<file path="config.mk">
export PLATFORM = sky130hd
export DESIGN_NAME = alu_operand_stage
export DESIGN_NICKNAME = d
export VERILOG_FILES = /design/src/rtl/kgp_risc_pkg.sv /design/src/rtl/alu_operand_stage_reg_bank.sv /design/src/rtl/alu_operand_stage.sv
export SDC_FILE = /design/constraint.sdc
export NUM_CORES = 2
export LEC_CHECK = 0
export CORE_MARGIN = 3
export CORE_UTILIZATION = 51
export DETAILED_ROUTE_END_ITERATION = 7
export PLACE_DENSITY = 0.73
export SETUP_SLACK_MARGIN = 0.3
export SLEW_MARGIN = 20
export SYNTH_ARGS = -nofsm -noshare
export SYNTH_HDL_FRONTEND = slang
export SYNTH_SLANG_ARGS = --single-unit
export TNS_END_PERCENT = 50
</file>
<file path="constraint.sdc">
create_clock -name clk -period 4.5 [get_ports clk]
set_clock_uncertainty 0.15 [all_clocks]
set_input_delay 0.9 -clock clk [delete_from_list [all_inputs] [get_ports clk]]
set_output_delay 0.9 -clock clk [all_outputs]
set_load 0.02 [all_outputs]
</file>
<file path="src/rtl/kgp_risc_pkg.sv">
// Shared constants for the KGP RISC datapath: ALU operation codes and
// datapath/register-file dimensions.
package kgp_risc_pkg;

  localparam int DATA_W = 32;
  localparam int NREGS  = 32;
  localparam int ADDR_W = 5;
  localparam int IMM_W  = 16;

  localparam logic [3:0] ALU_ADD  = 4'b0000;
  localparam logic [3:0] ALU_AND  = 4'b0001;
  localparam logic [3:0] ALU_XOR  = 4'b0010;
  localparam logic [3:0] ALU_COMP = 4'b0011;
  localparam logic [3:0] ALU_SHLL = 4'b0100;
  localparam logic [3:0] ALU_SHRL = 4'b0101;
  localparam logic [3:0] ALU_SHRA = 4'b0110;
  localparam logic [3:0] ALU_LTZ  = 4'b0111;
  localparam logic [3:0] ALU_EQZ  = 4'b1000;

endpackage

</file>
<file path="src/rtl/alu_operand_stage_reg_bank.sv">
// General register bank: two combinational read ports, one write port,
// R0 hardwired to zero, synchronous clear on reset.
module reg_bank #(
  parameter int DATA_W = kgp_risc_pkg::DATA_W,
  parameter int NREGS  = kgp_risc_pkg::NREGS,
  parameter int ADDR_W = kgp_risc_pkg::ADDR_W
) (
  input  logic              clk,
  input  logic              reset,
  input  logic [ADDR_W-1:0] rd_addr_a,
  input  logic [ADDR_W-1:0] rd_addr_b,
  output logic [DATA_W-1:0] rd_data_a,
  output logic [DATA_W-1:0] rd_data_b,
  input  logic              wr_en,
  input  logic [ADDR_W-1:0] wr_addr,
  input  logic [DATA_W-1:0] wr_data
);

  logic [DATA_W-1:0] r_mem [NREGS];
  logic              w_wr_ok;
  logic              w_rd_ok_a;
  logic              w_rd_ok_b;

  // Address 0 and anything beyond the populated registers never hit storage.
  assign w_wr_ok   = wr_en && (wr_addr != '0) && (int'(wr_addr) < NREGS);
  assign w_rd_ok_a = (rd_addr_a != '0) && (int'(rd_addr_a) < NREGS);
  assign w_rd_ok_b = (rd_addr_b != '0) && (int'(rd_addr_b) < NREGS);

  always_ff @(posedge clk) begin
    if (reset) begin
      for (int i = 0; i < NREGS; i++) begin
        r_mem[i] <= '0;
      end
    end else if (w_wr_ok) begin
      r_mem[wr_addr] <= wr_data;
    end
  end

  assign rd_data_a = w_rd_ok_a ? r_mem[rd_addr_a] : '0;
  assign rd_data_b = w_rd_ok_b ? r_mem[rd_addr_b] : '0;

endmodule

</file>
<file path="src/rtl/alu_operand_stage.sv">
// Operand-fetch stage feeding the ALU: register bank, immediate sign-extension
// and a one-deep operand latch. Define ALU_OPERAND_BYPASS_EN to forward a
// same-cycle write-back into the captured operands.
module alu_operand_stage #(
  parameter int DATA_W = kgp_risc_pkg::DATA_W,
  parameter int NREGS  = kgp_risc_pkg::NREGS,
  parameter int IMM_W  = kgp_risc_pkg::IMM_W
) (
  input  logic                            clk,
  input  logic                            reset,
  input  logic                            valid_in,
  input  logic [kgp_risc_pkg::ADDR_W-1:0] rs_addr,
  input  logic [kgp_risc_pkg::ADDR_W-1:0] rt_addr,
  input  logic [IMM_W-1:0]                imm,
  input  logic                            use_imm,
  input  logic [3:0]                      op_in,
  input  logic                            stall,
  input  logic                            flush,
  input  logic                            wr_en,
  input  logic [kgp_risc_pkg::ADDR_W-1:0] wr_addr,
  input  logic [DATA_W-1:0]               wr_data,
  output logic [DATA_W-1:0]               inp1,
  output logic [DATA_W-1:0]               inp2,
  output logic [3:0]                      operation,
  output logic                            valid_out
);

  localparam int ADDR_W = kgp_risc_pkg::ADDR_W;

  logic [DATA_W-1:0] w_rs_data;
  logic [DATA_W-1:0] w_rt_data;
  logic [DATA_W-1:0] w_imm_ext;
  logic [DATA_W-1:0] w_op1;
  logic [DATA_W-1:0] w_op2;
  logic              w_wr_live;

  logic [DATA_W-1:0] r_inp1;
  logic [DATA_W-1:0] r_inp2;
  logic [3:0]        r_operation;
  logic              r_valid;

  reg_bank #(
    .DATA_W (DATA_W),
    .NREGS  (NREGS),
    .ADDR_W (ADDR_W)
  ) u_reg_bank (
    .clk       (clk),
    .reset     (reset),
    .rd_addr_a (rs_addr),
    .rd_addr_b (rt_addr),
    .rd_data_a (w_rs_data),
    .rd_data_b (w_rt_data),
    .wr_en     (wr_en),
    .wr_addr   (wr_addr),
    .wr_data   (wr_data)
  );

  assign w_imm_ext = {{(DATA_W-IMM_W){imm[IMM_W-1]}}, imm};
  // A write that the bank will actually commit this edge.
  assign w_wr_live = wr_en && (wr_addr != '0) && (int'(wr_addr) < NREGS);

`ifdef ALU_OPERAND_BYPASS_EN
  always_comb begin
    w_op1 = w_rs_data;
    w_op2 = use_imm ? w_imm_ext : w_rt_data;
    if (w_wr_live && (wr_addr == rs_addr)) begin
      w_op1 = wr_data;
    end
    if (w_wr_live && !use_imm && (wr_addr == rt_addr)) begin
      w_op2 = wr_data;
    end
  end
`else
  always_comb begin
    w_op1 = w_rs_data;
    w_op2 = use_imm ? w_imm_ext : w_rt_data;
  end

  logic w_unused_wr_live;
  assign w_unused_wr_live = w_wr_live;
`endif

  // Flush only kills validity; the data fields are don't-care once invalid.
  always_ff @(posedge clk) begin
    if (reset) begin
      r_inp1      <= '0;
      r_inp2      <= '0;
      r_operation <= 4'b0000;
      r_valid     <= 1'b0;
    end else if (flush) begin
      r_valid <= 1'b0;
    end else if (!stall) begin
      r_inp1      <= w_op1;
      r_inp2      <= w_op2;
      r_operation <= op_in;
      r_valid     <= valid_in;
    end
  end

  assign inp1      = r_inp1;
  assign inp2      = r_inp2;
  assign operation = r_operation;
  assign valid_out = r_valid;

endmodule

</file>
==> results.py <==
metrics = {
    "sta": {
        "period_needed_ns": 3.26,
        "setup_viol_count_final": 0,
        "min_period_over_period_pct": 72.5,
        "rsz0062_at_grt": "false",
        "final_hold_viol_count": 0,
        "relSlewSlack_pct": 22.8,
        "final.setup.tns_ns": 0,
        "timing.final.ws_setup_ns": 1.24,
        "drv_slew": 0,
        "worstMarginPinSlew_ns": 1.16,
        "clock.fmax_mhz": 306,
    },
    "synthesis": {
        "seq_area_frac_synth_pct": 56.1,
        "synthFlopType": "edfxtp_1",
        "yosys.area.top_type": "edfxtp_1",
        "synth_area_leaders": "edfxtp_1 54%, mux4_2 15%, and2_1 11%, mux2i_1 4.7%, dfxtp_1 2.4%",
        "synth_edf_count": 1024,
        "synth_warnings": 0,
        "synthArstFlopShare_pct": 0,
        "avgSynthCellArea_um2": 14.5,
        "ys_types": 51,
        "synth_cells": 3944,
        "ys_ff_latch": 1093,
        "synth_top_area_share_pct": 53.7,
        "syn_area_mm2": 0.0573,
    },
    "pwr": {
        "power_mw": 24.3,
        "leakage_nw": 22.5,
        "ir_drop_mv": 0.311,
        "powerDensity_mw_per_mm2": 378,
    },
    "cts": {
        "cts_resized": 0,
        "clk_pin_slew_ns": 0.06,
        "cts_root_buf": "clkbuf_16",
        "cts_max_level": 3,
        "cts.path.max_buffers": 3,
        "cts_hold_buf": 0,
        "clk-insertion-delay-late_ns": 0.71,
        "cts_buffers": 113,
        "cts_tree": "done",
        "cts_sinks": 1093,
        "cts_setup_buffers": 0,
    },
    "global_routing": {
        "antenna_found_initial": 16,
        "grt_use_total_pct": 34.1,
        "grt-ovfl-total": 0,
        "grt_pass1_wl_mm": 281,
        "grt_max_degree": 89,
        "grt_pass1_vias": 38400,
    },
    "worst_setup_path": {
        "reg2reg_to": "inp2[3]",
        "startpoint": "wr_addr[4]",
        "path_class": "input port to flip-flop",
        "cp-end-kind": "flip-flop",
        "reg2reg_from": "u_reg_bank.r_mem[30][3]",
        "reg2reg_slack_ns": 2.17,
        "worstSetupEndpoint": "u_reg_bank.r_mem[9][1]",
        "cp.required_ns": 4.70,
        "worst-endpoint-arrival_ns": 3.46,
        "worstRegToRegCells": 4,
        "crit_fanout": 19,
        "start_kind": "input port",
    },
    "detailed_routing": {
        "vias": 38800,
        "finalWirelength_mm": 200,
        "drt_pass1_iterations": 6,
        "routed_via_density": 6.93,
        "wl_per_cell_um": 35.6,
        "drt_iter0_markers": 6615,
        "antenna_left": 0,
        "drc_errors": 0,
    },
    "placement": {
        "post-place-cells": 5380,
        "gp_congestion": 0.891,
        "port_buffers": 142,
        "dp_hpwl_mm": 121,
        "detailedPlace.worstSlack_ns": 0.641,
    },
    "layout": {
        "drive_gt1_share_pct": 22.5,
        "multi_input_area_mm2": 0.0235,
        "seq_area_mm2": 0.0321,
        "areaGrowthSynthToFinish_pct": 12.5,
        "fin_cells": 5607,
        "nets": 4081,
        "nFillCells": 8483,
    },
    "die": {
        "die_h_um": 341,
        "start_util_pct": 51.6,
        "core_mm2": 0.111,
        "num_rows": 122,
        "dieArea_mm2": 0.116,
        "die_w_um": 341,
        "ios": 143,
    },
    "run_status": {
        "outcome": "finished clean",
    },
    "worst_hold_path": {
        "hold_class": "flip-flop to flip-flop",
    },
    "run": {
        "maxCapViolCount": 0,
    },
}
[worst max-delay path: stages]
cell and delay (ns):
clkdlybuf4s50_1 0.65, or3b_2 0.71, nor2_4 0.16, or2_2 0.53, buf_4 0.47
[placed cells by master (no fill, tap or decap), types with 57 or more instances in the layout]
master              n
a211oi_1           59
buf_4             152
a21oi_1            86
a22oi_1            57
mux2i_1           269
dfxtp_1            69
and2_1            993
nand2_1            65
mux4_2            383
mux2_2             57
clkbuf_16         115
clkdlybuf4s50_1   116
edfxtp_1         1024
[synth_stat cells, drive strengths merged (4+ instances only)]
cell,number
a2111oi,25
a211o,14
a211oi,59
a21oi,87
a221oi,39
a22o,17
a22oi,57
a32o,14
a41oi,14
and2,994
buf,144
clkbuf,270
dfxtp,69
edfxtp,1024
mux2,66
mux2i,269
mux4,383
nand2,66
nand2b,5
nand3,42
nand3b,4
nor2,63
nor2b,37
nor3,5
o21ai,9
o21bai,29
o221ai,32
o22ai,41
o31ai,11
or2,33
or3,11
[power by group]
| part | internal [mW] | leakage, nW | switching [mW] | total, mW |
|---|---|---|---|---|
| clock | 5.27 | 1.78 | 4.07 | 9.34 |
| sequential | 11.7 | 10.3 | 0.352 | 12.0 |
| combinational | 1.21 | 10.4 | 1.74 | 2.95 |
[layer usage]
layer / vias up / GRT usage (%) / routed length [um]
met5: - / 0 / 13
met4: 2 / 18.1 / 11500
met3: 698 / 10.3 / 28600
met2: 3335 / 52.2 / 90900
met1: 19600 / 43.9 / 68500
li1: 15200 / - / -
[worst min path at each step]
stage	cells after the start	slack, ns	startpoint	to
6_report	2	0.31	operation[1]	operation[1]
3_3_place_gp	1	0.29	inp1[16]	inp1[16]
4_1_cts	2	0.31	operation[1]	operation[1]
2_1_floorplan	2	0.38	operation[0]	operation[0]
3_5_place_dp	2	0.30	operation[1]	operation[1]
5_1_grt	2	0.33	operation[0]	operation[0]
[logic make-up after synthesis]
family | Yosys count | synth area share [%]
buffers and inverters | 415 | 3.60
other | 1 | 0.00655
multiplexers | 718 | 21.1
AND/OR/NAND/NOR | 1264 | 13.2
AO/OA/AOI/OAI | 453 | 5.99
flip-flops | 1093 | 56.1
[registers in the layout, indices dropped and copies added, names as in the netlist]
signal            cells
u_reg_bank.r_mem   1024
operation             4
valid_out             1
inp1                 32
inp2                 32
[through the flow]
step           area (um^2)  hold slack, ns  util [%]
2_1_floorplan        57400           0.385         -
3_3_place_gp         60800           0.288      54.8
3_5_place_dp         60800           0.300      54.8
4_1_cts              64400           0.310      58.1
5_1_grt              64400           0.333      58.0
6_report             64400           0.308      58.0
[layout make-up]
type / count / share of cell area [%]
Clock buffer: 147 / 4.78
Sequential cell: 1093 / 49.9
Tap cell: 1488 / 2.89
Inverter: 1 / 0.00583
Antenna cell: 14 / 0.0544
Timing Repair Buffer: 331 / 5.06
Clock inverter: 66 / 0.878
Multi-Input combinational cell: 2467 / 36.4
No activity file was read; power rests on OpenSTA's default activity.
